$ cat src/rtl/intersection_pkg.sv
// intersection_pkg: shared definitions for the intersection scheduler.
//   phase_e : controller state; the encoding is also the external phase code.
//   dir_e   : road identifier used to remember which road cleared last.
//   GREEN/YELLOW/RED : lamp encoding driven on l_a / l_b.
package intersection_pkg;

  typedef enum logic [2:0] {
    A_GREEN  = 3'd0,
    A_YELLOW = 3'd1,
    A_CLEAR  = 3'd2,
    B_GREEN  = 3'd3,
    B_YELLOW = 3'd4,
    B_CLEAR  = 3'd5,
    PED_WALK = 3'd6
  } phase_e;

  typedef enum logic {
    DIR_A = 1'b0,
    DIR_B = 1'b1
  } dir_e;

  localparam logic [1:0] GREEN  = 2'd0;
  localparam logic [1:0] YELLOW = 2'd1;
  localparam logic [1:0] RED    = 2'd2;

endpackage

$ cat src/rtl/intersection_scheduler_if.sv
// intersection_scheduler_if: bundles the demand inputs and lamp outputs.
//   req_a, req_b : vehicle demand per road (levels)
//   req_ped      : pedestrian button (any-length pulse)
//   l_a, l_b     : lamp codes (GREEN/YELLOW/RED)
//   walk         : pedestrian walk lamp
//   ped_ack      : one-cycle pulse on the first walk cycle
//   phase        : current controller state code (debug/observability)
// Signalling: there is no valid/ready pairing here. Every request is sampled
// on each rising clk edge and every output is a registered, Moore-decoded
// level that is valid in every cycle after reset.
// modport master drives the requests (environment); modport slave is the
// scheduler.
interface intersection_scheduler_if;
  logic       req_a;
  logic       req_b;
  logic       req_ped;
  logic [1:0] l_a;
  logic [1:0] l_b;
  logic       walk;
  logic       ped_ack;
  logic [2:0] phase;

  modport master (
    output req_a, req_b, req_ped,
    input  l_a, l_b, walk, ped_ack, phase
  );

  modport slave (
    input  req_a, req_b, req_ped,
    output l_a, l_b, walk, ped_ack, phase
  );
endinterface

$ cat src/rtl/intersection_scheduler_phase_timer.sv
// phase_timer: TW-bit phase counter. Clears to 0 when clear=1, otherwise
// counts up once per cycle and holds at SAT.
//   clk, reset : clock, synchronous active-high reset (count -> 0)
//   clear      : restart count from 0 on the next edge
//   cnt        : current count
module phase_timer #(
  parameter int TW  = 6,
  parameter int SAT = 31
) (
  input  logic          clk,
  input  logic          reset,
  input  logic          clear,
  output logic [TW-1:0] cnt
);
  localparam logic [TW-1:0] SAT_V = TW'(SAT);

  logic [TW-1:0] cnt_q, cnt_d;

  always_comb begin
    cnt_d = cnt_q;
    if (clear) begin
      cnt_d = '0;
    end else if (cnt_q != SAT_V) begin
      cnt_d = cnt_q + 1'b1;
    end
  end

  always_ff @(posedge clk) begin
    if (reset) cnt_q <= '0;
    else       cnt_q <= cnt_d;
  end

  assign cnt = cnt_q;
endmodule

$ cat src/rtl/intersection_scheduler.sv
// intersection_scheduler: two-road traffic light controller with a latched
// pedestrian walk phase.
//   clk, reset : clock, synchronous active-high reset
//   bus        : intersection_scheduler_if.slave (requests in, lamps out,
//                phase exposes the FSM state)
// Green dwells at least GREEN_MIN cycles, gaps out early when the own road
// goes idle and someone else waits, and maxes out at GREEN_MAX under
// contention. Yellow, all-red clearance and walk have fixed dwells.
module intersection_scheduler
  import intersection_pkg::*;
#(
  parameter int GREEN_MIN = 8,
  parameter int GREEN_MAX = 32,
  parameter int YELLOW_T  = 3,
  parameter int CLEAR_T   = 2,
  parameter int PED_T     = 6,
  parameter int TW        = 6
) (
  input  logic                     clk,
  input  logic                     reset,
  intersection_scheduler_if.slave  bus
);
  localparam logic [TW-1:0] GMIN_M1 = TW'(GREEN_MIN - 1);
  localparam logic [TW-1:0] GMAX_M1 = TW'(GREEN_MAX - 1);
  localparam logic [TW-1:0] YEL_M1  = TW'(YELLOW_T - 1);
  localparam logic [TW-1:0] CLR_M1  = TW'(CLEAR_T - 1);
  localparam logic [TW-1:0] PED_M1  = TW'(PED_T - 1);

  phase_e        state_q, state_d;
  dir_e          last_dir_q, last_dir_d;
  logic          ped_pending_q, ped_pending_d;
  logic          ped_ack_q, ped_ack_d;
  logic [TW-1:0] cnt;
  logic          enter_walk;
  logic          comp_a, comp_b;

  // The counter restarts on every state change, so cnt is always the number
  // of cycles already spent in the current state (saturating).
  phase_timer #(.TW(TW), .SAT(GREEN_MAX - 1)) u_timer (
    .clk   (clk),
    .reset (reset),
    .clear (state_d != state_q),
    .cnt   (cnt)
  );

  assign comp_a = bus.req_b | ped_pending_q;
  assign comp_b = bus.req_a | ped_pending_q;

  always_comb begin
    state_d    = state_q;
    last_dir_d = last_dir_q;
    case (state_q)
      A_GREEN: begin
        if ((cnt >= GMIN_M1 && comp_a && !bus.req_a) || (cnt == GMAX_M1 && comp_a))
          state_d = A_YELLOW;
      end
      A_YELLOW: if (cnt == YEL_M1) state_d = A_CLEAR;
      A_CLEAR: begin
        last_dir_d = DIR_A;
        if (cnt == CLR_M1) state_d = ped_pending_q ? PED_WALK : B_GREEN;
      end
      B_GREEN: begin
        if ((cnt >= GMIN_M1 && comp_b && !bus.req_b) || (cnt == GMAX_M1 && comp_b))
          state_d = B_YELLOW;
      end
      B_YELLOW: if (cnt == YEL_M1) state_d = B_CLEAR;
      B_CLEAR: begin
        last_dir_d = DIR_B;
        if (cnt == CLR_M1) state_d = ped_pending_q ? PED_WALK : A_GREEN;
      end
      PED_WALK: begin
        // Hand green to the road that did not clear most recently.
        if (cnt == PED_M1) state_d = (last_dir_q == DIR_A) ? B_GREEN : A_GREEN;
      end
      default: state_d = A_GREEN;  // code 7 recovers in one cycle
    endcase
  end

  // Presses on the transition edge and during the first walk cycle belong to
  // the walk being started; later presses queue another walk.
  always_comb begin
    enter_walk    = (state_d == PED_WALK) && (state_q != PED_WALK);
    ped_ack_d     = enter_walk;
    ped_pending_d = ped_pending_q | (bus.req_ped & ~ped_ack_q);
    if (enter_walk) ped_pending_d = 1'b0;
  end

  always_ff @(posedge clk) begin
    if (reset) begin
      state_q       <= A_GREEN;
      last_dir_q    <= DIR_B;
      ped_pending_q <= 1'b0;
      ped_ack_q     <= 1'b0;
    end else begin
      state_q       <= state_d;
      last_dir_q    <= last_dir_d;
      ped_pending_q <= ped_pending_d;
      ped_ack_q     <= ped_ack_d;
    end
  end

  assign bus.l_a     = (state_q == A_GREEN)  ? GREEN :
                       (state_q == A_YELLOW) ? YELLOW : RED;
  assign bus.l_b     = (state_q == B_GREEN)  ? GREEN :
                       (state_q == B_YELLOW) ? YELLOW : RED;
  assign bus.walk    = (state_q == PED_WALK);
  assign bus.ped_ack = ped_ack_q;
  assign bus.phase   = state_q;
endmodule

$ cat src/flat_wrapper.sv
// flat-port wrapper written by rule: the top's interface ports become plain ports
module intersection_scheduler_flat import intersection_pkg::*;
#(
  parameter int GREEN_MIN = 8,
  parameter int GREEN_MAX = 32,
  parameter int YELLOW_T  = 3,
  parameter int CLEAR_T   = 2,
  parameter int PED_T     = 6,
  parameter int TW        = 6
)
  (clk, reset, bus_req_a, bus_req_b, bus_req_ped, bus_l_a, bus_l_b, bus_walk, bus_ped_ack, bus_phase);
  intersection_scheduler_if bus_i ();
  input  logic clk;
  input  logic reset;
  input wire logic [$bits(bus_i.req_a)-1:0] bus_req_a;
  input wire logic [$bits(bus_i.req_b)-1:0] bus_req_b;
  input wire logic [$bits(bus_i.req_ped)-1:0] bus_req_ped;
  output wire logic [$bits(bus_i.l_a)-1:0] bus_l_a;
  output wire logic [$bits(bus_i.l_b)-1:0] bus_l_b;
  output wire logic [$bits(bus_i.walk)-1:0] bus_walk;
  output wire logic [$bits(bus_i.ped_ack)-1:0] bus_ped_ack;
  output wire logic [$bits(bus_i.phase)-1:0] bus_phase;
  assign bus_i.req_a = bus_req_a;
  assign bus_i.req_b = bus_req_b;
  assign bus_i.req_ped = bus_req_ped;
  assign bus_l_a = bus_i.l_a;
  assign bus_l_b = bus_i.l_b;
  assign bus_walk = bus_i.walk;
  assign bus_ped_ack = bus_i.ped_ack;
  assign bus_phase = bus_i.phase;
  intersection_scheduler #(.GREEN_MIN(GREEN_MIN), .GREEN_MAX(GREEN_MAX), .YELLOW_T(YELLOW_T), .CLEAR_T(CLEAR_T), .PED_T(PED_T), .TW(TW)) u_core (.clk(clk), .reset(reset), .bus(bus_i));
endmodule
$ cat config.mk
export PLATFORM = sky130hd
export DESIGN_NAME = intersection_scheduler_flat
export DESIGN_NICKNAME = d
export VERILOG_FILES = /design/src/rtl/intersection_pkg.sv /design/src/rtl/intersection_scheduler_if.sv /design/src/rtl/intersection_scheduler_phase_timer.sv /design/src/rtl/intersection_scheduler.sv /design/src/flat_wrapper.sv
export SDC_FILE = /design/constraint.sdc
export NUM_CORES = 1
export LEC_CHECK = 0
export BUFFER_PORTS_ARGS = -buffer_cell sky130_fd_sc_hd__buf_2
export CELL_PAD_IN_SITES_DETAIL_PLACEMENT = 0
export CELL_PAD_IN_SITES_GLOBAL_PLACEMENT = 2
export CORE_MARGIN = 3
export CORE_UTILIZATION = 28
export CTS_BUF_LIST = sky130_fd_sc_hd__clkbuf_16
export DETAILED_ROUTE_END_ITERATION = 6
export GPL_TIMING_DRIVEN = 0
export PLACE_DENSITY = 0.84
export SETUP_SLACK_MARGIN = 0.5
export SKIP_LAST_GASP = 1
export SLEW_MARGIN = 20
export SYNTH_ARGS = -nofsm -noshare
export SYNTH_HDL_FRONTEND = slang
export SYNTH_SLANG_ARGS = --single-unit
$ cat constraint.sdc
create_clock -name clk -period 1.95 [get_ports clk]
set_input_delay 0.2925 -clock clk [delete_from_list [all_inputs] [get_ports clk]]
set_output_delay 0.2925 -clock clk [all_outputs]
set_load 0.03 [all_outputs]
After elaboration in Yosys (flattened, before gate mapping)

Index checks and enable logic that the tools add are counted.

Equal/unequal tests: 14
Reduce and logical (&&, ||, !) cells: 15
Mux-type cells: 16
$lt $le $gt $ge: 1
Bitwise logic cells: 5
Add/sub/neg operators: 1

Operators by type and width:

| operator                                                                             | number |
|---|---|
| 3-bit two-way mux                                                                    | 9 |
| 3-bit one-hot mux with 7 select lines                                                | 1 |
| 3-bit equality test (second input constant)                                          | 4 |
| 2-bit two-way mux                                                                    | 5 |
| 1-bit logical AND                                                                    | 7 |
| 6-bit by 1-bit adder with 6-bit output (second input constant)                       | 1 |
| 3-bit by 2-bit equality test with 1-bit output (second input constant)               | 2 |
| 6-bit by 1-bit equality test with 1-bit output (second input constant)               | 1 |
| 6-bit by 2-bit equality test with 1-bit output (second input constant)               | 1 |
| 6-bit by 3-bit equality test with 1-bit output (second input constant)               | 1 |
| 6-bit by 5-bit equality test with 1-bit output (second input constant)               | 1 |
| 6-bit by 3-bit greater-or-equal comparator with 1-bit output (second input constant) | 1 |
| 6-bit by 5-bit inequality test with 1-bit output (second input constant)             | 1 |
| 2-bit OR reduction                                                                   | 2 |
| 3-bit by 1-bit equality test with 1-bit output (second input constant)               | 1 |
| 3-bit zero test                                                                      | 1 |
| 3-bit inequality test                                                                | 1 |
| 3-bit inequality test (second input constant)                                        | 1 |
| 1-bit OR                                                                             | 3 |
| 1-bit zero test                                                                      | 2 |
| 1-bit logical OR                                                                     | 2 |
| 1-bit one-hot mux with 2 select lines                                                | 1 |
| 2-bit nonzero test                                                                   | 1 |
| 1-bit AND                                                                            | 1 |
| 1-bit NOT                                                                            | 1 |

Output and inout bits: 9
Bits of input ports: 5
Register bits after elaboration: 12
Logic and storage cells: 57

Depth between registers and ports, before layout

Depth after elaboration: 9
Mapped depth: 8
Depth with buffers taken out: 8

By module

From an unflattened synthesis, not the netlist that was laid out.

Cell total of the unflattened synthesis: 106
Area, all modules: 869.6 sq um

By module, submodules not included:

| module                 | area an instance (sq um) | cells each | times used | seq. area each (sq um) |
|---|---|---|---|---|
| intersection_scheduler | 581.8                    | 77         | 1          | 120.1 |
| phase_timer            | 287.8                    | 29         | 1          | 120.1 |

Worst setup path before layout

No wires, ideal clock.

Path type: register -> register
From: register u_core.state_q[2] (netlist: u_core.bus.phase[2])
To: register u_core.u_timer.cnt_q[5] (netlist: u_core.u_timer.cnt[5])
Setup slack: -210 ps
Buffers on the path: 0
Setup time: 67 ps
Arrival time: 2094 ps
Period minus slack after synthesis: 2160 ps
Required time: 1883 ps
Cell stages (with the launch flop): 7
Cell sequence: dfxtp_1 or2_2 a2111oi_0 a32o_1 nor3_1 a2111o_1 a21oi_2

Word-level cells in the longest chain between the ends: 4
Elaborated cells between the ends (all ways): 17
Those cells by class: eq/ne (7); mux (8); reduce/logical (2)

Ends and longest elaborated chain:

| element                                           | line                                     | text |
|---|---|---|
| start, declared                                   | intersection_scheduler.sv:29             | `phase_e state_q, state_d;` |
| start signal, assigned                            | intersection_scheduler.sv:95             | `state_q <= state_d;` |
| 3-bit equality test, or another cell as far along | intersection_scheduler.sv:52             | `case (state_q)` |
| 3-bit one-hot mux with 7 select lines             | intersection_scheduler.sv:52             |  |
| 3-bit inequality test (*)                         | intersection_scheduler.sv:42             | `.clear (state_d != state_q),` |
| 2-bit OR reduction (no source line) (*)           | -                                        |  |
| end signal, assigned                              | intersection_scheduler_phase_timer.sv:30 | `else cnt_q <= cnt_d;` |
| end, declared                                     | intersection_scheduler_phase_timer.sv:17 | `logic [TW-1:0] cnt_q, cnt_d;` |

Every way passes the cells marked *; elsewhere a longest branch is shown, timed or not.
A chain may end at the register's enable or synchronous reset.

Worst setup path after layout

From: register u_core.u_timer.cnt_q[1] (netlist: u_core.u_timer.cnt[1])
To: register u_core.u_timer.cnt_q[2] (netlist: u_core.u_timer.cnt[2])

Word-level cells in the longest chain between the ends: 8
Elaborated cells between the ends (all ways): 25
Those cells by class: add/sub (1); order compare (1); eq/ne (6); mux (8); reduce/logical (9)

Ends and longest elaborated chain:

| element                                                      | line |
|---|---|
| 6-bit by 3-bit greater-or-equal comparator with 1-bit output | intersection_scheduler.sv:54, intersection_scheduler.sv:63 |
| 1-bit logical AND (on tied branches) (2 in series)           | intersection_scheduler.sv:63, intersection_scheduler.sv:54 |
| 1-bit logical OR (on tied branches)                          | intersection_scheduler.sv:63, intersection_scheduler.sv:54 |
| 3-bit two-way mux (on tied branches)                         | intersection_scheduler.sv:63, intersection_scheduler.sv:54 |
| 3-bit one-hot mux with 7 select lines                        | intersection_scheduler.sv:52 |
| 3-bit inequality test                                        | intersection_scheduler.sv:42 |
| 2-bit OR reduction (no source line)                          | - |

Several ways; a longest one is shown, not always the timed one.

==> metrics.txt <==
status finished, violations left; violated checks setup timing; EDFF count, synth 0; syn nets 113; area grow syn2layout 57.04%; pwr dens 1450 mW/mm2; latest clock arrival within the worst-skew pair 0.24 ns; Post-Syn Area 827.0 um2; Reg2Reg Launch Point u_core.u_timer.cnt[1]; initial drt markers 32; CTS tree built; slew margin rel. 0.5964; Synth area leaders dfxtp_1 29%, nor2_1 7.7%, ha_1 4.5%, a21oi_1 3.6%, nand2_1 3.6%; # port buffers 13; Pwr Total 1883 uW; overall die height 60.35 um; Critical path buffers and inverters 2; Design Area, Final 0.001299 mm2; Lkg Pwr 0.0005144 uW; row count 19; CP required 2.12 ns; largest net degree at the start of global routing 11; RSZ-0062 raised after global routing yes; worst-path fanout max 6; asr flop ratio synth 0; P_int 1151 uW; CP cell instances inv_2, ha_4, or4b_4, buf_6, nor3_4, nor4b_2, o21ba_2, a2111o_1, nor2_1; Setup crit start u_core.u_timer.cnt[1]; Final Hold Viols 0; I/O pins 14; r2r worst-path depth 9; Fillers 250; crit-path max cell delay 0.47 ns; clock share of power 0.195; GRT Resource Usage Total 0.1356; CP max stage cell or4b_4; CTS max path bufs 2; clock root cell clkbuf_16; Multi-input gate area 693.2 um2; layout cells sized above 1 0.4656; delay-heaviest family, CP simple AND/OR/NAND/NOR gates; final WL 2.372 mm; Max Cap Viol 0; Hold Slack 0.3067 ns; area of placed instances 967.2 um2; Least-Margin Pin Slew 0.6008 ns; TritonCTS buffer count 3; Final nets 141; Routed Antenna Nets 0; final setup vio count 9; CTS Hold Bufs 0; final cell utilization of the core 0.4669; Antenna Diode Count 0; synthesized instance count 105; syn avg cell area 7.877 um2; DIE WIDTH 60.35 um; Sw Ratio 0.3886; skew final 0.0007487 ns; Worst Hold Class primary input to flip-flop; DR vias/cell 5.463; switching pwr 731.7 uW; post-DP HPWL 1.554 mm; maximum clock rate 0.4587 GHz; Worst-path clk slew 0.04 ns; Initial Util 0.2973; crit path launch type flip-flop; fin worst setup slack -0.2301 ns; Syn. warnings 0; global-route wire length before repair 3.622 mm; Yosys top cell by area dfxtp_1; reg2reg setup slack -0.23 ns; Critical Path Sink Type flip-flop; Synth top area share 0.2905; sequential area share after synthesis 0.2905; critical path depth in cells 9; register area 259.0 um2; fin. max-slew vios 0; routability cong. 0.7575; final critical-path share of the clock period 1.118; Worst VDD drop 0.9788 mV; gr ovfl total 0; register bit total from synthesis 12; Max H-tree Level 1; count of cell types in the netlist 37; Tmin final 2.180 ns; crit path DAT 2.35 ns; routed len/inst 14.64 um; Top FF cell, synth dfxtp_1; Initial DRT Pass Iterations 4; die area 0.003642 mm2; sequential power share 0.227; Critical Path End u_core.u_timer.cnt[2]; kind of critical path flip-flop to flip-flop; CTS Sinks 12; reg2reg end u_core.u_timer.cnt[2]; initial antenna violation count 0; via count 885; DR DRC count 0; vias in the first global route 755; DP Worst Slack -0.2949 ns; placeable core area 0.002781 mm2; Gate power share 0.578
-- state kept, by name, summed over array words and instances, names as in the netlist --
signal and flops:
u_core.u_timer.cnt 6, u_core.bus.phase 3, u_core.bus.ped_ack 1, u_core.last_dir_q 1
u_core.ped_pending_q 1
-- layout make-up --
| type | count | area share |
|---|---|---|
| buffer | 3 | 0.02408 |
| clock buffer | 3 | 0.05780 |
| tap | 31 | 0.02987 |
| inverter | 3 | 0.008670 |
| multi-input combinational | 87 | 0.5337 |
| sequential | 12 | 0.1994 |
| timing repair buffer | 23 | 0.1464 |
-- cell families after synthesis --
| logic type | synth area share |
|---|---|
| muxes | 0.02421 |
| adders and majority gates | 0.04539 |
| AOI/OAI and AO/OA | 0.2557 |
| and+or+nand+nor | 0.3343 |
| DFF | 0.2905 |
| xor gates and xnor gates | 0.02118 |
| buffers and inverters | 0.02874 |
-- cells in the final DEF (no fill, tap or decap), drive strengths merged, types with 2 or more instances in the layout --
cell,Yosys,routed
buf,1,24
nor2,17,17
dfxtp,12,12
nand2,8,8
a21oi,7,7
clkbuf,2,5
o21ai,4,4
o21bai,4,4
nor2b,4,4
nand2b,4,4
nor3,4,4
inv,3,3
ha,3,3
or3,2,2
nor4b,2,2
mux2i,2,2
xnor2,2,2
nand3,2,2
and2,2,2
or2,2,2
a2111oi,2,2
a211oi,2,2
or4b,2,2
-- metrics by stage --
| stage | setup TNS (ns) | std cells |
|---|---|---|
| floorplan | -0.1488 | 105 |
| global route | -2.572 | 162 |
| CTS | -1.490 | 158 |
| finish | -1.694 | 162 |
| detailed placement | -1.859 | 149 |
| global placement | -1.990 | 149 |
-- power by group through the flow --
stage | registers [uW] | logic, uW | clock network (uW)
after CTS | 415 | 925 | 376
after floorplan | 424 | 519 | 0
after global placement | 399 | 712 | 0
final | 427 | 1090 | 367
after global routing | 437 | 1190 | 382
after detailed placement | 400 | 715 | 0
-- cells in the mapped netlist, types with 2 or more instances --
master      n
a211oi_1    2
or3_1       2
nor2_1     17
mux2i_1     2
or2_2       2
xnor2_1     2
clkbuf_1    2
nand2b_1    4
nand3_1     2
nor2b_1     4
o21bai_1    4
nor3_1      4
inv_1       3
and2_1      2
ha_1        3
nand2_1     8
a2111oi_0   2
nor4b_1     2
dfxtp_1    12
a21oi_1     6
o21ai_0     4
-- per-layer routing --
layer	global-route usage	part of all wire	up-vias
met4	0.07595	0.016	0
met1	0.1987	0.47	413
li1	-	-	442
met2	0.1883	0.46	26
met5	0	0	-
met3	0.01915	0.048	4
-- how the worst min path moves through the flow --
| stage | startpoint | endpoint | slack, ns | cells past startpoint |
|---|---|---|---|---|
| after CTS | reset | u_core.bus.phase[0] | 0.29 | 2 |
| after detailed placement | u_core.u_timer.cnt[1] | u_core.u_timer.cnt[1] | 0.54 | 2 |
| final | reset | u_core.bus.phase[0] | 0.31 | 2 |
| after floorplan | reset | u_core.bus.phase[0] | 0.36 | 1 |
| after global placement | u_core.u_timer.cnt[1] | u_core.u_timer.cnt[1] | 0.53 | 2 |
| after global routing | reset | u_core.bus.phase[0] | 0.32 | 2 |
-- timing repair --
item	4_1_cts	5_1_grt
gates cloned	0	1
setup endpoints to repair	14	15
buffers inserted	6	3
endpoints found under the hold margin	0	0
pin swaps	9	5
gates resized for setup	27	18
(Power assumes the default switching activity.)
